$ cat src/rtl/exu_pkg.sv
// Shared definitions for the branch resolution unit: opcodes, branch funct3
// encodings and the response packet carried through the response queue.
package exu_pkg;

  localparam logic [6:0] OPC_BRANCH = 7'b1100011;
  localparam logic [6:0] OPC_JAL    = 7'b1101111;
  localparam logic [6:0] OPC_JALR   = 7'b1100111;

  // Address fields in the packet are PKT_AW wide; exu_bru narrows them to AW.
  localparam int PKT_AW = 32;

  typedef enum logic [2:0] {
    F3_BEQ  = 3'b000,
    F3_BNE  = 3'b001,
    F3_BLT  = 3'b100,
    F3_BGE  = 3'b101,
    F3_BLTU = 3'b110,
    F3_BGEU = 3'b111
  } br_funct3_e;

  typedef struct packed {
    logic              taken;
    logic              illegal;
    logic [PKT_AW-1:0] offset;
    logic [PKT_AW-1:0] target;
  } bru_rsp_t;

endpackage

$ cat src/rtl/sync_fifo.sv
// Single-clock FIFO with fall-through read of the head entry and a flush that
// empties the queue in one edge, overriding any push or pop in that cycle.
module sync_fifo #(
  parameter int W     = 8,
  parameter int DEPTH = 4
) (
  input  logic         clk,
  input  logic         rst_n,
  input  logic         flush,
  input  logic         push,
  input  logic [W-1:0] wdata,
  input  logic         pop,
  output logic [W-1:0] rdata,
  output logic         empty,
  output logic         full
);

  localparam int PW = $clog2(DEPTH);
  localparam int CW = PW + 1;

  logic [W-1:0]  mem_q [DEPTH];
  logic [PW-1:0] wr_ptr_q, wr_ptr_d;
  logic [PW-1:0] rd_ptr_q, rd_ptr_d;
  logic [CW-1:0] count_q, count_d;
  logic          push_ok, pop_ok;

  assign full    = (count_q == CW'(DEPTH));
  assign empty   = (count_q == '0);
  assign push_ok = push & ~full & ~flush;
  assign pop_ok  = pop & ~empty & ~flush;
  assign rdata   = mem_q[rd_ptr_q];

  always_comb begin
    wr_ptr_d = wr_ptr_q;
    rd_ptr_d = rd_ptr_q;
    count_d  = count_q;
    if (flush) begin
      wr_ptr_d = '0;
      rd_ptr_d = '0;
      count_d  = '0;
    end else begin
      if (push_ok) wr_ptr_d = wr_ptr_q + PW'(1);
      if (pop_ok)  rd_ptr_d = rd_ptr_q + PW'(1);
      case ({push_ok, pop_ok})
        2'b10:   count_d = count_q + CW'(1);
        2'b01:   count_d = count_q - CW'(1);
        default: count_d = count_q;
      endcase
    end
  end

  always_ff @(posedge clk or negedge rst_n) begin
    if (!rst_n) begin
      wr_ptr_q <= '0;
      rd_ptr_q <= '0;
      count_q  <= '0;
    end else begin
      wr_ptr_q <= wr_ptr_d;
      rd_ptr_q <= rd_ptr_d;
      count_q  <= count_d;
    end
  end

  // Storage carries no reset; only entries below count_q are ever observed.
  always_ff @(posedge clk) begin
    if (push_ok) mem_q[wr_ptr_q] <= wdata;
  end

endmodule

$ cat src/rtl/exu_bru.sv
// Branch resolution unit: decodes branch/JAL/JALR, resolves direction and
// target in the accept cycle, and queues the result for an in-order consumer.
module exu_bru
  import exu_pkg::*;
#(
  parameter int AW    = 32,
  parameter int DW    = 32,
  parameter int DEPTH = 4
) (
  input  logic          clk,
  input  logic          rst_n,
  input  logic          flush,
  input  logic          req_vld,
  output logic          req_rdy,
  input  logic [31:0]   req_ir,
  input  logic [AW-1:0] req_pc,
  input  logic [DW-1:0] req_rs1,
  input  logic [DW-1:0] req_rs2,
  output logic          rsp_vld,
  input  logic          rsp_rdy,
  output logic          rsp_taken,
  output logic [AW-1:0] rsp_offset,
  output logic [AW-1:0] rsp_target,
  output logic          rsp_illegal,
  output logic [31:0]   taken_cnt
);

  logic [6:0]    opcode;
  logic [2:0]    funct3;
  logic [AW-1:0] b_imm, j_imm, i_imm, pc_plus4, rs1_a;
  logic [31:0]   rs1_lo, rs2_lo;
  logic          cond;
  logic          res_taken, res_illegal;
  logic [AW-1:0] res_offset, res_target;
  bru_rsp_t      wr_pkt, rd_pkt;
  logic          push, pop, fifo_empty, fifo_full;
  logic [31:0]   taken_cnt_q, taken_cnt_d;

  assign opcode   = req_ir[6:0];
  assign funct3   = req_ir[14:12];
  assign b_imm    = AW'($signed({req_ir[31], req_ir[7], req_ir[30:25], req_ir[11:8], 1'b0}));
  assign j_imm    = AW'($signed({req_ir[31], req_ir[19:12], req_ir[20], req_ir[30:21], 1'b0}));
  assign i_imm    = AW'($signed(req_ir[31:20]));
  assign pc_plus4 = req_pc + AW'(4);
  assign rs1_a    = AW'(req_rs1);
  assign rs1_lo   = req_rs1[31:0];
  assign rs2_lo   = req_rs2[31:0];

  always_comb begin
    cond        = 1'b0;
    res_taken   = 1'b0;
    res_illegal = 1'b0;
    res_offset  = AW'(4);
    res_target  = pc_plus4;
    case (opcode)
      OPC_BRANCH: begin
        res_illegal = 1'b0;
        case (funct3)
          F3_BEQ:  cond = (rs1_lo == rs2_lo);
          F3_BNE:  cond = (rs1_lo != rs2_lo);
          F3_BLT:  cond = ($signed(rs1_lo) <  $signed(rs2_lo));
          F3_BGE:  cond = ($signed(rs1_lo) >= $signed(rs2_lo));
          F3_BLTU: cond = (rs1_lo <  rs2_lo);
          F3_BGEU: cond = (rs1_lo >= rs2_lo);
          default: res_illegal = 1'b1;
        endcase
        // Defined branches report their immediate even when not taken.
        if (!res_illegal) begin
          res_taken  = cond;
          res_offset = b_imm;
          res_target = cond ? (req_pc + b_imm) : pc_plus4;
        end
      end
      OPC_JAL: begin
        res_taken  = 1'b1;
        res_offset = j_imm;
        res_target = req_pc + j_imm;
      end
      OPC_JALR: begin
        res_taken  = 1'b1;
        res_offset = i_imm;
        res_target = (rs1_a + i_imm) & ~AW'(1);
      end
      default: ;
    endcase
  end

  always_comb begin
    wr_pkt.taken   = res_taken;
    wr_pkt.illegal = res_illegal;
    wr_pkt.offset  = PKT_AW'(res_offset);
    wr_pkt.target  = PKT_AW'(res_target);
  end

  assign req_rdy = rst_n & ~flush & ~fifo_full;
  assign push    = req_vld & req_rdy;
  assign rsp_vld = ~fifo_empty;
  assign pop     = rsp_vld & rsp_rdy & ~flush;

  sync_fifo #(
    .W     ($bits(bru_rsp_t)),
    .DEPTH (DEPTH)
  ) u_rsp_fifo (
    .clk   (clk),
    .rst_n (rst_n),
    .flush (flush),
    .push  (push),
    .wdata (wr_pkt),
    .pop   (pop),
    .rdata (rd_pkt),
    .empty (fifo_empty),
    .full  (fifo_full)
  );

  assign rsp_taken   = rd_pkt.taken;
  assign rsp_illegal = rd_pkt.illegal;
  assign rsp_offset  = AW'(rd_pkt.offset);
  assign rsp_target  = AW'(rd_pkt.target);

  always_comb begin
    taken_cnt_d = taken_cnt_q;
    if (pop && rd_pkt.taken && (taken_cnt_q != 32'hFFFF_FFFF))
      taken_cnt_d = taken_cnt_q + 32'd1;
  end

  always_ff @(posedge clk or negedge rst_n) begin
    if (!rst_n) taken_cnt_q <= '0;
    else        taken_cnt_q <= taken_cnt_d;
  end

  assign taken_cnt = taken_cnt_q;

endmodule

$ cat config.mk
export PLATFORM = sky130hd
export DESIGN_NAME = exu_bru
export DESIGN_NICKNAME = d
export VERILOG_FILES = /design/src/rtl/exu_pkg.sv /design/src/rtl/sync_fifo.sv /design/src/rtl/exu_bru.sv
export SDC_FILE = /design/constraint.sdc
export NUM_CORES = 1
export LEC_CHECK = 0
export ABC_AREA = 1
export CORE_MARGIN = 5
export CORE_UTILIZATION = 40
export CTS_CLUSTER_DIAMETER = 150
export DETAILED_ROUTE_END_ITERATION = 12
export PLACE_DENSITY = 0.72
export SETUP_SLACK_MARGIN = 0.05
export SLEW_MARGIN = 20
export SYNTH_ARGS = -nofsm -noshare
export SYNTH_HDL_FRONTEND = slang
export SYNTH_SLANG_ARGS = --single-unit
$ cat constraint.sdc
create_clock -name clk -period 7 [get_ports clk]
set_input_delay 1.05 -clock clk [delete_from_list [all_inputs] [get_ports clk]]
set_output_delay 1.05 -clock clk [all_outputs]
set_load 0.01 [all_outputs]
==> impl_metrics.csv, run 1 <==
group,metric,value,unit
sta,setup_tns,0,ns
drt,vias,17500,
sta,fmax,0.213,GHz
yosys,synth_ff_type,"edfxtp_1",
yosys,synth_area,0.0185,mm2
grt,grt_pass1_vias,16800,
job,maxCapViolCount,0,
yosys,synth-edff-count,220,
drt,detail-route-antenna-nets,0,
sta,period_needed,4.71,ns
finish,fillCellCount,4451,
cts,cts_resized,0,
worst_setup_path,arrival,3.66,ns
sta,fin_crit_sh,67.2,%
worst_setup_path,end_kind,"output pin",
yosys,synth_area_leader_cell,"edfxtp_1",
cts,cts_max_level,1,
placed_design,portBuffers,232,
worst_setup_path,critPathLaunchType,"flip-flop",
sta,slew_headroom,25.5,%
yosys,ys_warn_count,0,
pwr,p_sw,1.59,mW
grt,antenna_found_initial,0,
yosys,yosysUniqueCellTypes,61,
yosys,syn_area_per_cell,7.96,um2
pwr,power_density,212,mW/mm2
pwr,swShare,34.0,%
yosys,ys_async_sr_fraction,15.1,%
worst_setup_path,crit_fanout,59,
cts,clockBufferDepth,3,
drt,wl,64.5,mm
floorplanning,die_h,225,um
drt,routedWlPerCell,20.5,um
yosys,synth_seq_cells,259,
worst_setup_path,cp_slowest_stage_delay,0.68,ns
floorplanning,die_area,0.0506,mm2
grt,grt_max_degree,112,
pwr,clkPwrFrac,26.2,%
placed_design,placed_area,0.0213,mm2
floorplanning,num_rows,78,
yosys,syn_inst,2319,
outcome,outcome,"complete, no violations",
sta,fin_skew,0.0207,ns
pwr,peakVddDrop,0.157,mV
finish,n_antenna_cell,0,
finish,fin_area,0.0221,mm2
cts,cts_tree,"yes",
sta,worst_slew_pin_slew,1.12,ns
cts,post_cts_buffers,0,
finish,nNetsFinal,2772,
yosys,syn-num-nets,2567,
worst_setup_path,cp_slowest_cell,"clkdlybuf4s50_1",
sta,finalHoldViolations,0,
drt,drt-vias-per-instance,5.56,
finish,drive_gt1_share,5.27,%
worst_setup_path,worstSetupPathType,"reg2out",
pwr,internal_power,3.08,mW
drt,drt_iter0_drc,1670,
cts,clkSlewWorstSetupHoldPaths,0.06,ns
cts,hold_buffers,0,
yosys,synthTopCellsByArea,"edfxtp_1 (36%), nand2_1 (8.9%), ha_1 (7.5%)",
worst_setup_path,crit_chain,"buf_4 > inv_1 > buf_4 > o21ai_0 > o22ai_1 > clkdlybuf4s50_1",
yosys,seq_area_frac_synth,41.1,%
placed_design,place_congestion,1.02,
yosys,synth.top_cell.area_share,35.8,%
grt,overflow,0,
cts,cts.sinks,259,
sta,setup_violations,0,
worst_setup_path,critPathMostFrequentCell,"buf_4",
placed_design,hpwl,51.3,mm
floorplanning,start_util,40.6,%
grt,gr-usage-all-layers,24.5,%
pwr,p_seq_share,37.9,%
floorplanning,io_pins,233,
sta,whs,0.522,ns
min_path,hold_path.class,"reg2reg",
sta,rsz0062_at_grt,"false",
finish,areaGrowthSynthToFinish,19.4,%
cts,root_buffer,"clkbuf_16",
cts,clock_latency,0.53,ns
worst_setup_path,rrSetupSlack,3.77,ns
pwr,power_frac_comb,35.9,%
cts,tritoncts.num_buffers,25,
sta,maxSlewViolCount,0,
drt,drt-pass1-iter-count,6,
floorplanning,coreArea,0.0455,mm2
grt,grt_pass1_wl,96.5,mm
worst_setup_path,cp.required,5.95,ns
floorplanning,die_x,225,um
drt,drc_errors,0,
pwr,p_leak,9.09,nW
[layout make-up]
cell class / instances / area [um2] / area share, %
Clock buffer: 32 / 652 / 2.96
Clock inverter: 12 / 83.8 / 0.380
Inverter: 271 / 1020 / 4.61
Multi-Input combinational cell: 1722 / 9560 / 43.3
Sequential cell: 259 / 7580 / 34.4
Tap cell: 600 / 751 / 3.40
Timing Repair Buffer: 245 / 2410 / 10.9
[registers in the layout, summed over array words and instances, names as in the netlist]
name                 cells
u_rsp_fifo.wr_ptr_q      2
taken_cnt               32
u_rsp_fifo.mem_q       220
u_rsp_fifo.rd_ptr_q      2
u_rsp_fifo.count_q       3
[Yosys cell counts, types with 12 or more instances]
master,instances
clkbuf_1,38
edfxtp_1,220
nor3_1,32
dfrtp_1,39
nand4_1,33
nand3_1,184
nand2_1,439
xor2_1,53
o21ai_1,14
or2_2,17
o22ai_1,57
a21oi_1,129
buf_4,13
xnor2_1,28
o21ai_0,187
nor4_1,12
nor2_1,295
ha_1,111
inv_1,260
[metal layers]
metal  global-route usage (%)  wire length, um
met4                     9.07             2560
met2                     39.7            29300
met1                     32.5            26800
met3                     5.06             5880
met5                        0                0
[per-stage QoR]
| stage | utilization, % | std cells | worst slack [ns] | power, mW |
|---|---|---|---|---|
| floorplan | - | 2319 | 2.42 | 2.74 |
| global placement | 46.9 | 3097 | 2.36 | 3.44 |
| detailed placement | 46.9 | 3097 | 2.31 | 3.47 |
| CTS | 48.5 | 3141 | 2.21 | 4.70 |
| global route | 48.5 | 3141 | 1.96 | 4.92 |
| finish | 48.5 | 3141 | 2.29 | 4.67 |
[worst max-delay path, delay by kind of cell, from the launching register on]
kind / cells / cell delay, ns
buffers and inverters: 4 / 1.98
AOI/OAI and AO/OA: 2 / 0.77
DFF: 1 / 0.35
[cells by family (layout without fill, tap and decap cells)]
kind of cell | after synthesis | in the layout | share of synthesized area [%]
AO/OA/AOI/OAI | 452 | 452 | 13.7
XOR/XNOR | 81 | 81 | 3.84
adder cells (fa/ha/maj) | 115 | 115 | 7.95
buffers and inverters | 338 | 560 | 7.35
flip-flops | 259 | 259 | 41.1
AND/OR/NAND/NOR | 1074 | 1074 | 26.1
[power groups by stage]
| stage | logic [mW] | registers (mW) | clock network (mW) |
|---|---|---|---|
| after floorplan | 0.939 | 1.80 | 0 |
| after global placement | 1.64 | 1.80 | 0 |
| after detailed placement | 1.67 | 1.80 | 0 |
| after CTS | 1.68 | 1.77 | 1.25 |
| after global routing | 1.83 | 1.78 | 1.31 |
| final | 1.68 | 1.77 | 1.23 |
[cell usage in the layout, fill, tap and decap left out, drive strengths merged, types with 5 or more instances in the layout]
master	Yosys	layout
o21bai	7	7
a21oi	132	132
nand3	188	188
nor3	40	40
buf	28	15
o21a	8	8
o21ai	204	204
clkdlybuf4s50	0	230
dfrtp	39	39
edfxtp	220	220
inv	271	272
a21o	9	9
xnor2	28	28
o211ai	5	5
ha	111	111
nand4	35	35
clkbuf	39	32
o22ai	57	57
nand2	452	452
a21boi	8	8
nor4	13	13
or2	28	28
clkinv	0	9
xor2	53	53
nor2	312	312
[path summary, 6_finish.rpt]
| check | from | endpoint | cells past startpoint |
|---|---|---|---|
| hold / removal | taken_cnt[28] | taken_cnt[28] | 1 |
| max in group asynchronous | rst_n | u_rsp_fifo.rd_ptr_q[0] | 1 |
| setup / recovery | u_rsp_fifo.rd_ptr_q[1] | rsp_offset[26] | 6 |
| setup reg to reg | u_rsp_fifo.rd_ptr_q[0] | taken_cnt[17] | 15 |
| hold reg to reg | taken_cnt[28] | taken_cnt[28] | 1 |
| min in group asynchronous | rst_n | taken_cnt[16] | 1 |
Note: power is estimated with default switching activity, not from simulation.
==> run 2, diff against run 1 <==
clock period = 4.8 ns   (was 7 ns; I/O delays follow)
==> impl_metrics.csv, run 2 (same netlist as run 1, synthesis figures left out) <==
group,metric,value,unit
drt,vias,17600,
finish,mostFrequentLayoutCells,"nand2_1 (439), nor2_1 (291), inv_1 (259), clkdlybuf4s50_1 (230), edfxtp_1 (220)",
worst_setup_path,critPathLaunch,"u_rsp_fifo.rd_ptr_q[0]",
job,maxCapViolCount,0,
drt,routedWlPerCell,20.6,um
finish,regMostFlops,"u_rsp_fifo.mem_q",
floorplanning,num_rows,78,
sta,rsz0062_at_grt,"false",
worst_setup_path,cpLargestDelayFamily,"buffers and inverters",
cts,clkSlewWorstSetupHoldPaths,0.07,ns
drt,detail-route-antenna-nets,0,
grt,grt_pass1_vias,16900,
cts,cts_resized,0,
grt,grt_pass1_wl,98.6,mm
floorplanning,coreArea,0.0455,mm2
worst_setup_path,crit_chain,"inv_2 > buf_4 > o21ai_0 > o22ai_1 > clkdlybuf4s50_1",
worst_setup_path,arrival,3.13,ns
floorplanning,die_x,225,um
worst_setup_path,end_kind,"output pin",
finish,largest_reg_flops,220,
finish,drive_gt1_share,6.22,%
placed_design,place_ws,0.660,ns
sta,slew_headroom,43.1,%
finish,areaGrowthSynthToFinish,20.5,%
pwr,clkPwrFrac,27.4,%
grt,gr-usage-all-layers,24.8,%
worst_setup_path,cp_slowest_stage_delay,0.63,ns
drt,drt-pass1-iter-count,6,
pwr,p_leak,9.21,nW
cts,post_cts_buffers,0,
cts,hold_buffers,0,
finish,fin_area,0.0222,mm2
finish,final_util,48.9,%
sta,whs,0.247,ns
worst_setup_path,r2r-start,"u_rsp_fifo.rd_ptr_q[0]",
sta,fin_crit_sh,80.3,%
sta,setup_violations,0,
sta,worst_slew_pin_slew,0.854,ns
cts,root_buffer,"clkbuf_16",
finish,fillCellCount,4382,
floorplanning,die_area,0.0506,mm2
cts,cts_tree,"yes",
worst_setup_path,worstSetupPathType,"reg2out",
grt,antenna_found_initial,0,
cts,clock_latency,0.53,ns
pwr,internal_power,4.58,mW
placed_design,placed_area,0.0215,mm2
finish,n_antenna_cell,0,
placed_design,hpwl,51.9,mm
worst_setup_path,cp_slowest_cell,"clkdlybuf4s50_1",
drt,drt_iter0_drc,1616,
pwr,p_sw,2.38,mW
sta,maxSlewViolCount,0,
finish,final_common_cell,"nand2_1",
cts,cts_max_level,1,
grt,grt_max_degree,56,
sta,setup_ws,0.945,ns
floorplanning,io_pins,233,
pwr,swShare,34.2,%
pwr,peakVddDrop,0.326,mV
sta,period_needed,3.85,ns
sta,fmax,0.259,GHz
sta,setup_tns,0,ns
worst_setup_path,critPathLaunchType,"flip-flop",
floorplanning,die_h,225,um
min_path,hold_path.class,"in2async",
grt,overflow,0,
finish,post_layout_nonfiller_instances,3158,
cts,clockBufferDepth,3,
pwr,power.total,6.96,mW
worst_setup_path,r2r.worst_path.cells,13,
cts,tritoncts.num_buffers,25,
worst_setup_path,path_depth,5,
sta,fin_skew,0.0149,ns
placed_design,portBuffers,232,
drt,wl,65.2,mm
cts,cts.sinks,259,
pwr,power_frac_comb,35.2,%
sta,finalHoldViolations,0,
worst_setup_path,cp.required,4.08,ns
placed_design,place_congestion,1.02,
outcome,outcome,"complete, no violations",
drt,drc_errors,0,
worst_setup_path,path_buf_inv,3,
placed_design,placedCellCount,3113,
worst_setup_path,crit_fanout,35,
pwr,power_density,313,mW/mm2
drt,drt-vias-per-instance,5.57,
pwr,p_seq_share,37.4,%
finish,nNetsFinal,2788,
floorplanning,start_util,40.6,%
-- run 2: changes by cell type in the layout (fill, tap and decap cells not counted), sizes merged --
cell      delta
buf         +16
bufinv       +1
clkbuf       -4
clkinv       +1
clkinvlp     +1
inv          +2
-- run 2: area by class of cell --
type	instances	area (um2)	area share, %
timing repair buffer	261	2540	11.4
clock buffer	28	637	2.86
tap	600	751	3.37
sequential	259	7580	34.1
multi-input combinational	1722	9560	43.0
inverter	271	1020	4.57
clock inverter	17	161	0.725
-- run 2: power by group through the flow --
stage / registers (mW) / logic (mW) / clock network (mW)
floorplan: 2.63 / 1.37 / 0
global placement: 2.64 / 2.41 / 0
detailed placement: 2.65 / 2.44 / 0
CTS: 2.60 / 2.45 / 1.95
global route: 2.61 / 2.67 / 2.02
finish: 2.60 / 2.45 / 1.91
-- run 2: path summary, 6_finish.rpt --
kind | slack (ns) | endpoint
max in group asynchronous | 4.18 | u_rsp_fifo.rd_ptr_q[0]
hold reg to reg | 0.52 | taken_cnt[7]
setup reg to reg | 1.76 | taken_cnt[15]
min in group clk | 0.52 | taken_cnt[7]
hold / removal | 0.25 | taken_cnt[13]
setup / recovery | 0.95 | rsp_target[1]
-- run 2: per-layer routing --
layer / vias to the layer above / GRT usage [%] / wire length (um)
li1: 8350 / - / -
met1: 8351 / 33.7 / 27700
met2: 762 / 41.1 / 30200
met3: 115 / 3.65 / 5120
met4: 0 / 7.76 / 2110
met5: - / 0 / 0
-- run 2: worst reg2reg max path, stage by stage (launching register included) --
cell and delay [ns]:
dfrtp_2 0.59, inv_2 0.44, buf_4 0.43, nand2_1 0.12
nand3_1 0.12, nand2_2 0.11, nor2_4 0.16, nand2_4 0.16
nor2_8 0.17, nand4_1 0.15, nor2_2 0.20, nand2_2 0.08
nor2_2 0.10, xor2_1 0.14
